==> config.mk <==
export PLATFORM = sky130hd
export DESIGN_NAME = sram_like_arbiter
export DESIGN_NICKNAME = d
export VERILOG_FILES = /design/src/rtl/sram_like_arbiter.sv
export SDC_FILE = /design/constraint.sdc
export NUM_CORES = 1
export LEC_CHECK = 0
export ABC_AREA = 1
export CORE_AREA = 4 4 121 123
export CTS_BUF_LIST = sky130_fd_sc_hd__clkbuf_2 sky130_fd_sc_hd__clkbuf_4 sky130_fd_sc_hd__clkbuf_8
export CTS_CLUSTER_DIAMETER = 50
export DETAILED_ROUTE_END_ITERATION = 12
export DIE_AREA = 0 0 125 127
export PLACE_DENSITY = 0.71
export SETUP_SLACK_MARGIN = 0.4
export SYNTH_ARGS = -nofsm -noshare
export SYNTH_HDL_FRONTEND = slang
export SYNTH_SLANG_ARGS = --single-unit
==> constraint.sdc <==
create_clock -name clk -period 3.5 [get_ports clk]
set_input_delay 0.7 -clock clk [delete_from_list [all_inputs] [get_ports clk]]
set_output_delay 0.7 -clock clk [all_outputs]
set_load 0.1 [all_outputs]
==> src/rtl/sram_like_arbiter.sv <==
// Two-master (inst/data) arbiter onto one SRAM-like slave. Data wins ties, a stalled
// grant stays locked until it is accepted, and responses are routed back in order.
module sram_like_arbiter #(
  parameter int OUTST = 2
) (
  input  logic        clk,
  input  logic        resetn,

  input  logic        inst_sram_req,
  input  logic        inst_sram_wr,
  input  logic [1:0]  inst_sram_size,
  input  logic [3:0]  inst_sram_wstrb,
  input  logic [31:0] inst_sram_addr,
  input  logic [31:0] inst_sram_wdata,
  output logic        inst_sram_addr_ok,
  output logic        inst_sram_data_ok,
  output logic [31:0] inst_sram_rdata,

  input  logic        data_sram_req,
  input  logic        data_sram_wr,
  input  logic [1:0]  data_sram_size,
  input  logic [3:0]  data_sram_wstrb,
  input  logic [31:0] data_sram_addr,
  input  logic [31:0] data_sram_wdata,
  output logic        data_sram_addr_ok,
  output logic        data_sram_data_ok,
  output logic [31:0] data_sram_rdata,

  output logic        sram_req,
  output logic        sram_wr,
  output logic [1:0]  sram_size,
  output logic [3:0]  sram_wstrb,
  output logic [31:0] sram_addr,
  output logic [31:0] sram_wdata,
  input  logic        sram_addr_ok,
  input  logic        sram_data_ok,
  input  logic [31:0] sram_rdata,

  output logic        arb_err
);

  localparam logic [2:0] DEPTH    = 3'(OUTST);
  localparam logic [1:0] LAST_PTR = 2'(OUTST - 1);

  logic       lock_q, lock_d;
  logic       lock_id_q, lock_id_d;
  logic [3:0] fifo_q, fifo_d;
  logic [1:0] wr_ptr_q, wr_ptr_d;
  logic [1:0] rd_ptr_q, rd_ptr_d;
  logic [2:0] cnt_q, cnt_d;
  logic       arb_err_q, arb_err_d;

  logic own_vld, own_id;
  logic push, pop, head_id;

  function automatic logic [1:0] ptr_inc(input logic [1:0] p);
    return (p == LAST_PTR) ? 2'd0 : p + 2'd1;
  endfunction

  // Owner ID: 0 = inst, 1 = data
  always_comb begin
    own_vld = 1'b0;
    own_id  = 1'b0;
    if (lock_q) begin
      own_vld = 1'b1;
      own_id  = lock_id_q;
    end else if (data_sram_req) begin
      own_vld = 1'b1;
      own_id  = 1'b1;
    end else if (inst_sram_req) begin
      own_vld = 1'b1;
      own_id  = 1'b0;
    end
  end

  always_comb begin
    sram_wr    = 1'b0;
    sram_size  = 2'd0;
    sram_wstrb = 4'd0;
    sram_addr  = 32'd0;
    sram_wdata = 32'd0;
    if (own_vld) begin
      if (own_id) begin
        sram_wr    = data_sram_wr;
        sram_size  = data_sram_size;
        sram_wstrb = data_sram_wstrb;
        sram_addr  = data_sram_addr;
        sram_wdata = data_sram_wdata;
      end else begin
        sram_wr    = inst_sram_wr;
        sram_size  = inst_sram_size;
        sram_wstrb = inst_sram_wstrb;
        sram_addr  = inst_sram_addr;
        sram_wdata = inst_sram_wdata;
      end
    end
  end

  // Full is judged on the registered count, so a same-cycle response never unblocks a request.
  // resetn gating keeps every handshake quiet while reset is held.
  always_comb begin
    sram_req          = resetn & own_vld & (cnt_q < DEPTH);
    push              = sram_req & sram_addr_ok;
    inst_sram_addr_ok = push & ~own_id;
    data_sram_addr_ok = push & own_id;

    head_id           = fifo_q[rd_ptr_q];
    pop               = resetn & sram_data_ok & (cnt_q != 3'd0);
    inst_sram_data_ok = pop & ~head_id;
    data_sram_data_ok = pop & head_id;

    inst_sram_rdata   = sram_rdata;
    data_sram_rdata   = sram_rdata;
    arb_err           = arb_err_q;
  end

  always_comb begin
    lock_d    = lock_q;
    lock_id_d = lock_id_q;
    fifo_d    = fifo_q;
    wr_ptr_d  = wr_ptr_q;
    rd_ptr_d  = rd_ptr_q;
    cnt_d     = cnt_q;
    arb_err_d = arb_err_q | (sram_data_ok & (cnt_q == 3'd0));

    if (push) begin
      lock_d = 1'b0;
    end else if (sram_req) begin
      lock_d    = 1'b1;
      lock_id_d = own_id;
    end

    if (push) begin
      fifo_d[wr_ptr_q] = own_id;
      wr_ptr_d         = ptr_inc(wr_ptr_q);
    end
    if (pop) begin
      rd_ptr_d = ptr_inc(rd_ptr_q);
    end

    case ({push, pop})
      2'b10:   cnt_d = cnt_q + 3'd1;
      2'b01:   cnt_d = cnt_q - 3'd1;
      default: cnt_d = cnt_q;
    endcase
  end

  always_ff @(posedge clk or negedge resetn) begin
    if (!resetn) begin
      lock_q    <= 1'b0;
      lock_id_q <= 1'b0;
      fifo_q    <= 4'd0;
      wr_ptr_q  <= 2'd0;
      rd_ptr_q  <= 2'd0;
      cnt_q     <= 3'd0;
      arb_err_q <= 1'b0;
    end else begin
      lock_q    <= lock_d;
      lock_id_q <= lock_id_d;
      fifo_q    <= fifo_d;
      wr_ptr_q  <= wr_ptr_d;
      rd_ptr_q  <= rd_ptr_d;
      cnt_q     <= cnt_d;
      arb_err_q <= arb_err_d;
    end
  end

endmodule

==> results of run 1 <==
==> sequential cells by signal, indices dropped and copies added, names as in the netlist <==
register	count
fifo_q	4
cnt_q	3
rd_ptr_q	2
wr_ptr_q	2
arb_err	1
lock_id_q	1
lock_q	1
==> layer usage <==
metal  vias up  GRT usage [%]  routed length [um]
met1      1273          14.10                4064
met2       214          23.41                5592
met5         -         0.6192                   0
li1       1482              -                   -
met3        24          5.560                1431
met4         0          4.464                 323
==> synthesized netlist by cell type <==
master and n:
a21oi_1 3, a31o_2 1, buf_2 14, buf_4 72, clkbuf_1 2, dfrtp_1 14
fa_1 1, ha_1 1, inv_1 15, inv_2 1, nand2_1 169, nand3_1 73
nand4_1 8, nor2_1 11, nor2_4 1, o211ai_1 2, o21ai_0 4, o21ai_2 1
xnor2_1 2, xor2_1 1
==> placed cells by master, fill, tap and decap left out, types with 2 or more instances in the layout <==
cell             synthesis  layout
a21oi_1                  3       3
buf_12                   0      80
buf_4                   72       2
clkbuf_8                 0       4
clkdlybuf4s50_1          0     148
dfrtp_1                 14      14
inv_1                   15      15
nand2_1                169     168
nand3_1                 73      73
nand4_1                  8       8
nor2_1                  11       9
nor2_2                   0       2
o211ai_1                 2       2
o21ai_0                  4       4
xnor2_1                  2       2
==> worst max-delay path by stage <==
stage / slack [ps] / from / cells past startpoint / end
final: 580 / data_sram_req / 8 / sram_wstrb[1]
after global routing: 430 / data_sram_req / 8 / sram_wstrb[1]
after CTS: 570 / data_sram_req / 8 / sram_addr[30]
after detailed placement: 570 / data_sram_req / 8 / sram_addr[30]
after global placement: 590 / data_sram_req / 8 / sram_wstrb[1]
after floorplan: 300 / data_sram_req / 6 / data_sram_addr_ok
==> where the power goes <==
part,switching [mW],internal [mW]
sequential,0.0549,0.229
combinational,3.61,1.76
clock,0.0584,0.0996
total,3.72,2.09
==> through the flow <==
| step | utilization (%) | setup slack (ps) | hold WS (ps) |
|---|---|---|---|
| after floorplan | - | 300.6 | 404.4 |
| after global placement | 36.42 | 590.4 | 449.3 |
| after detailed placement | 36.42 | 574.2 | 459.3 |
| after CTS | 36.82 | 565.7 | 472.8 |
| after global routing | 36.84 | 427.5 | 488.4 |
| final | 36.84 | 580.7 | 466.8 |
==> logic make-up after synthesis <==
family,Yosys count,synth area share (%)
XOR/XNOR,3,1.164
AND/OR/NAND/NOR,262,48.84
AO/OA/AOI/OAI,11,2.993
adder cells (fa/ha/maj),2,1.441
buffers and inverters,104,30.04
flip-flops,14,15.52
==> area by class of cell <==
cell class	instances	area, um^2	area share [%]
well taps	180	225.2	4.473
repair buffers	230	3098	61.53
diodes	1	2.502	0.04970
flip-flops and latches	14	350.3	6.958
clock buffers	4	55.05	1.093
multi-input cells	278	1244	24.70
inverters	16	60.06	1.193
==> results.md, run 1 <==
- DR vias: 2993
- Share of cells above drive strength 1: 17.16%
- Peak VDD IR: 0.0005888 V
- Largest cells by area after synthesis: nand2_1 (28%), buf_4 (24%), nand3_1 (16%)
- Internal reg-to-reg setup slack: 1320 ps
- Worst rel slew slack: 35.72%
- Initial Utilization: 16.52%
- GR Util All Layers: 13.18%
- Antenna Violating Nets Remaining: 0
- Wirelength per Cell: 15.78 um
- Worst slew pin tran: 961.1 ps
- Initial drt markers: 90
- Clk Latency, worst-skew pair: 250 ps
- Post-synth top area cell: nand2_1
- CTS buffer count: 3
- Synth top area share: 28.10%
- First-pass GRT wire length: 16.72 mm
- R2R Path Start: cnt_q[1]
- Crit Path Class: in -> out
- Final-report setup violation count: 0
- Hold Fails Final Rpt: 0
- Dpl cell area: 4977 um^2
- I/O Buffers: 224
- CTS-repair resized insts: 0
- Syn Area/Cell: 5.700 um^2
- F_max: 342.5 MHz
- Area growth syn-to-layout: 123.1%
- Unique masters post-synth: 20
- Setup TNS Final: 0 ps
- Cts hold-fix bufs: 0
- PwrDens: 1154 nW/um^2
- Crit path required time: 2800 ps
- Crit path largest cell delay: 450 ps
- Worst clock skew: 2.873 ps
- Cell leakage power: 2.342 nW
- Top Ports: 321
- CP arrival: 2220 ps
- CP top delay family: buffers and inverters
- Gpl congestion: 0.8435
- Maximum root-to-sink buffer count: 2
- Max FO, Critical Path: 72
- CTS root buf: clkbuf_8
- Nets@finish: 725
- Row cnt: 43
- Max Transition Viols Final: 0
- CTS tree: built
- DRC errors left: 0
- FF-to-FF path depth: 8
- Cell Chain, Critical Path: clkdlybuf4s50_1, inv_1, o21ai_4, inv_2, buf_12, nand3_1, nand2_1, buf_12
- Vias per cell: 4.140
- # H-tree levels: 1
- Min-delay src: arb_err
- Post-CTS Repair Setup Buffers: 0
- Die Footprint: 15880 um^2
- Crit. End Element: output port
- Mapped cell area: 2257 um^2
- Reg clk slew, reported paths: 60 ps
- R2R Path End: cnt_q[1]
- Drt first pass iters: 5
- Crit path buf inv count: 5
- Finished Cell Area: 5035 um^2
- Critical path's slowest cell: clkdlybuf4s50_1
- Power Total: 5.811 mW
- Worst min path class: reg -> reg
- Yosys reg bits: 14
- Ys Warns: 0
- Clock Sinks: 14
- Grt ovf: 0
- Die Height: 127 um
- Final min period: 2919 ps
- Sequential share of the synthesized area: 15.52%
- Unrepaired setup endpoints after global routing: false
- Min-Delay Path Depth: 1
- Net Count, Synth: 578
- Initial antenna violation count: 1
- Fillers: 1409
- Hpwl dp: 9.477 mm
- Placeable Area: 13670 um^2
- Cells after DPL: 718
- Vias in the first global route: 2921
- Syn Inst Count: 396
- Most used cell, CP: buf_12
- Chip width: 125 um
- Total Wirelength: 11.41 mm
- Largest net degree at the start of global routing: 73
- Final instance count without filler cells: 723
- Final worst-path cycle share: 83.41%
- Number of max-cap violations: 0
- CP Launch Type: input port
- Run status: complete, no violations
- Hold Crit Endpoint: arb_err
Note: power is estimated with default switching activity, not from simulation.
==> run 2, diff against run 1 <==
Settings changed: CORE_AREA 4 4 121 123 to 4 4 123 125, DIE_AREA 0 0 125 127 to 0 0 127 129.
Clock period 3.5 ns to 2.4 ns, I/O delays scaled along.
==> run 2 against run 1 <==
Net effect:
- cell count rose by 4.3%
- worst hold slack worse by 300 ps
- sequential power increased by 51%
- utilization grew 7.1 points
- non-clock buffer count increased by 32
- worst setup slack worse by 310 ps
- sequential share of layout area decreased by 1.2 points
- critical endpoint is now inst_sram_addr_ok
- largest cell class unchanged
- largest power group unchanged
==> results.md, run 2 (synthesized netlist as in run 1, its figures left out) <==
- Crit. End Element: output port
- Nets@finish: 757
- Crit path required time: 1920 ps
- Placeable Area: 13880 um^2
- PwrDens: 1576 nW/um^2
- Initial drt markers: 134
- Fin Hold WS: 168.0 ps
- CTS buffer count: 3
- Wirelength per Cell: 17.18 um
- Maximum root-to-sink buffer count: 2
- Worst min path class: in -> async
- Final-report setup violation count: 0
- Die Height: 129 um
- Worst clock skew: 0.2132 ps
- CTS root buf: clkbuf_8
- Final min period: 2126 ps
- I/O Buffers: 224
- Commonest non-fill, non-tap cells in the layout: clkdlybuf4s50_1 (143), nand2_1 (93), buf_12 (84)
- Antenna Violating Nets Remaining: 0
- Max Transition Viols Final: 0
- Max reg flops: 4
- Initial antenna violation count: 0
- Worst slew pin tran: 341.8 ps
- Cell Chain, Critical Path: nand2_2, o21ai_4, buf_4, clkbuf_16, buf_4, nor2_4, buf_12
- F_max: 470.3 MHz
- Hold Fails Final Rpt: 0
- Gpl congestion: 0.8071
- Row cnt: 43
- Fillers: 1331
- Drt first pass iters: 5
- DRC errors left: 0
- DR vias: 3229
- Chip width: 127 um
- Largest Register: fifo_q
- Hpwl dp: 8.833 mm
- Most used cell, CP: buf_4
- Top Registers: fifo_q x4, cnt_q x3
- Area growth syn-to-layout: 170.5%
- First-pass GRT wire length: 17.06 mm
- Grt ovf: 0
- Clk Latency, worst-skew pair: 240 ps
- Cts hold-fix bufs: 0
- Reg clk slew, reported paths: 60 ps
- Max FO, Critical Path: 9
- Unrepaired setup endpoints after global routing: true
- Largest net degree at the start of global routing: 38
- Top Ports: 321
- CTS tree: built
- Vias per cell: 4.282
- Share of cells above drive strength 1: 45.64%
- Initial Utilization: 16.26%
- Cell leakage power: 2.739 nW
- Clock Sinks: 14
- CP arrival: 1650 ps
- Diodes inserted: 0
- GR Util All Layers: 13.21%
- Die Footprint: 16380 um^2
- Number of max-cap violations: 0
- CP Launch Type: flop
- Commonest non-fill, non-tap cell in the layout: clkdlybuf4s50_1
- Critical path's slowest cell: dfrtp_2
- Multi-input gate area: 1798 um^2
- Run status: complete, no violations
- Peak VDD IR: 0.0008962 V
- Power Total: 9.622 mW
- Total Wirelength: 12.95 mm
- Vias in the first global route: 3118
- # H-tree levels: 1
- Worst rel slew slack: 77.12%
- Sequential cell area: 352.8 um^2
- Crit path largest cell delay: 450 ps
- Crit Path Class: reg -> out
- Final worst-path cycle share: 88.60%
[run 2: cell count changes in the layout (fill, tap and decap cells not counted), sizes merged]
cell and change:
buf +30, clkdlybuf4s50 -5, clkbuf +4, dlygate4sd2 +2, clkdlybuf4s15 +1, diode -1
[run 2: final timing paths]
check | start | endpoint | slack (ps) | cells past startpoint
max in group asynchronous | resetn | lock_q | 1790 | 2
hold reg to reg | arb_err | arb_err | 470 | 1
min in group clk | arb_err | arb_err | 470 | 1
setup reg to reg | lock_q | cnt_q[2] | 450 | 11
hold / removal | resetn | arb_err | 170 | 1
setup / recovery | lock_q | inst_sram_addr_ok | 270 | 7
[run 2: worst max-delay path, delay by kind of cell (launching register included)]
kind                   cells  cell delay, ps
buffers and inverters      4             670
flip-flops                 1             450
AND/OR/NAND/NOR            2             200
AO/OA/AOI/OAI              1              70
[run 2: area by class of cell]
class / count / area share [%]
repair buffers: 262 / 58.95
multi-input cells: 278 / 29.45
flip-flops and latches: 14 / 5.780
well taps: 180 / 3.689
inverters: 16 / 1.230
clock buffers: 4 / 0.9018
[run 2: stage by stage]
step	setup TNS, ps	instance area, um^2	setup WS [ps]	utilization, %	std cells
final	0	6105	273.6	43.98	754
after global routing	0	6105	223.4	43.98	754
after CTS	0	5924	264.0	42.68	749
after detailed placement	-8579	5379	-150.5	38.75	731
after global placement	-7249	5379	-130.1	38.75	731
after floorplan	0	2544	76.99	-	396
[run 2: report_power, final]
group	total [mW]	internal, mW	switching (mW)	leakage, nW
Sequential	0.428	0.337	0.0906	0.173
Combinational	8.97	3.22	5.75	2.54
Clock	0.226	0.145	0.0806	0.0288
[run 2: timing repair]
item	in CTS	in global routing
setup endpoints to repair	78	75
gates resized for setup	70	14
buffers inserted	9	0
pin swaps	8	17
gates cloned	5	5
[run 2: routing by layer]
layer | wire length [um] | share of wire, % | track usage (%) | vias up
met2 | 6428 | 50 | 23.63 | 190
met1 | 5022 | 39 | 15.07 | 1440
met4 | 360 | 2.8 | 3.975 | 0
li1 | - | - | - | 1556
met3 | 1140 | 8.8 | 4.193 | 43
met5 | 0 | 0 | 0 | -
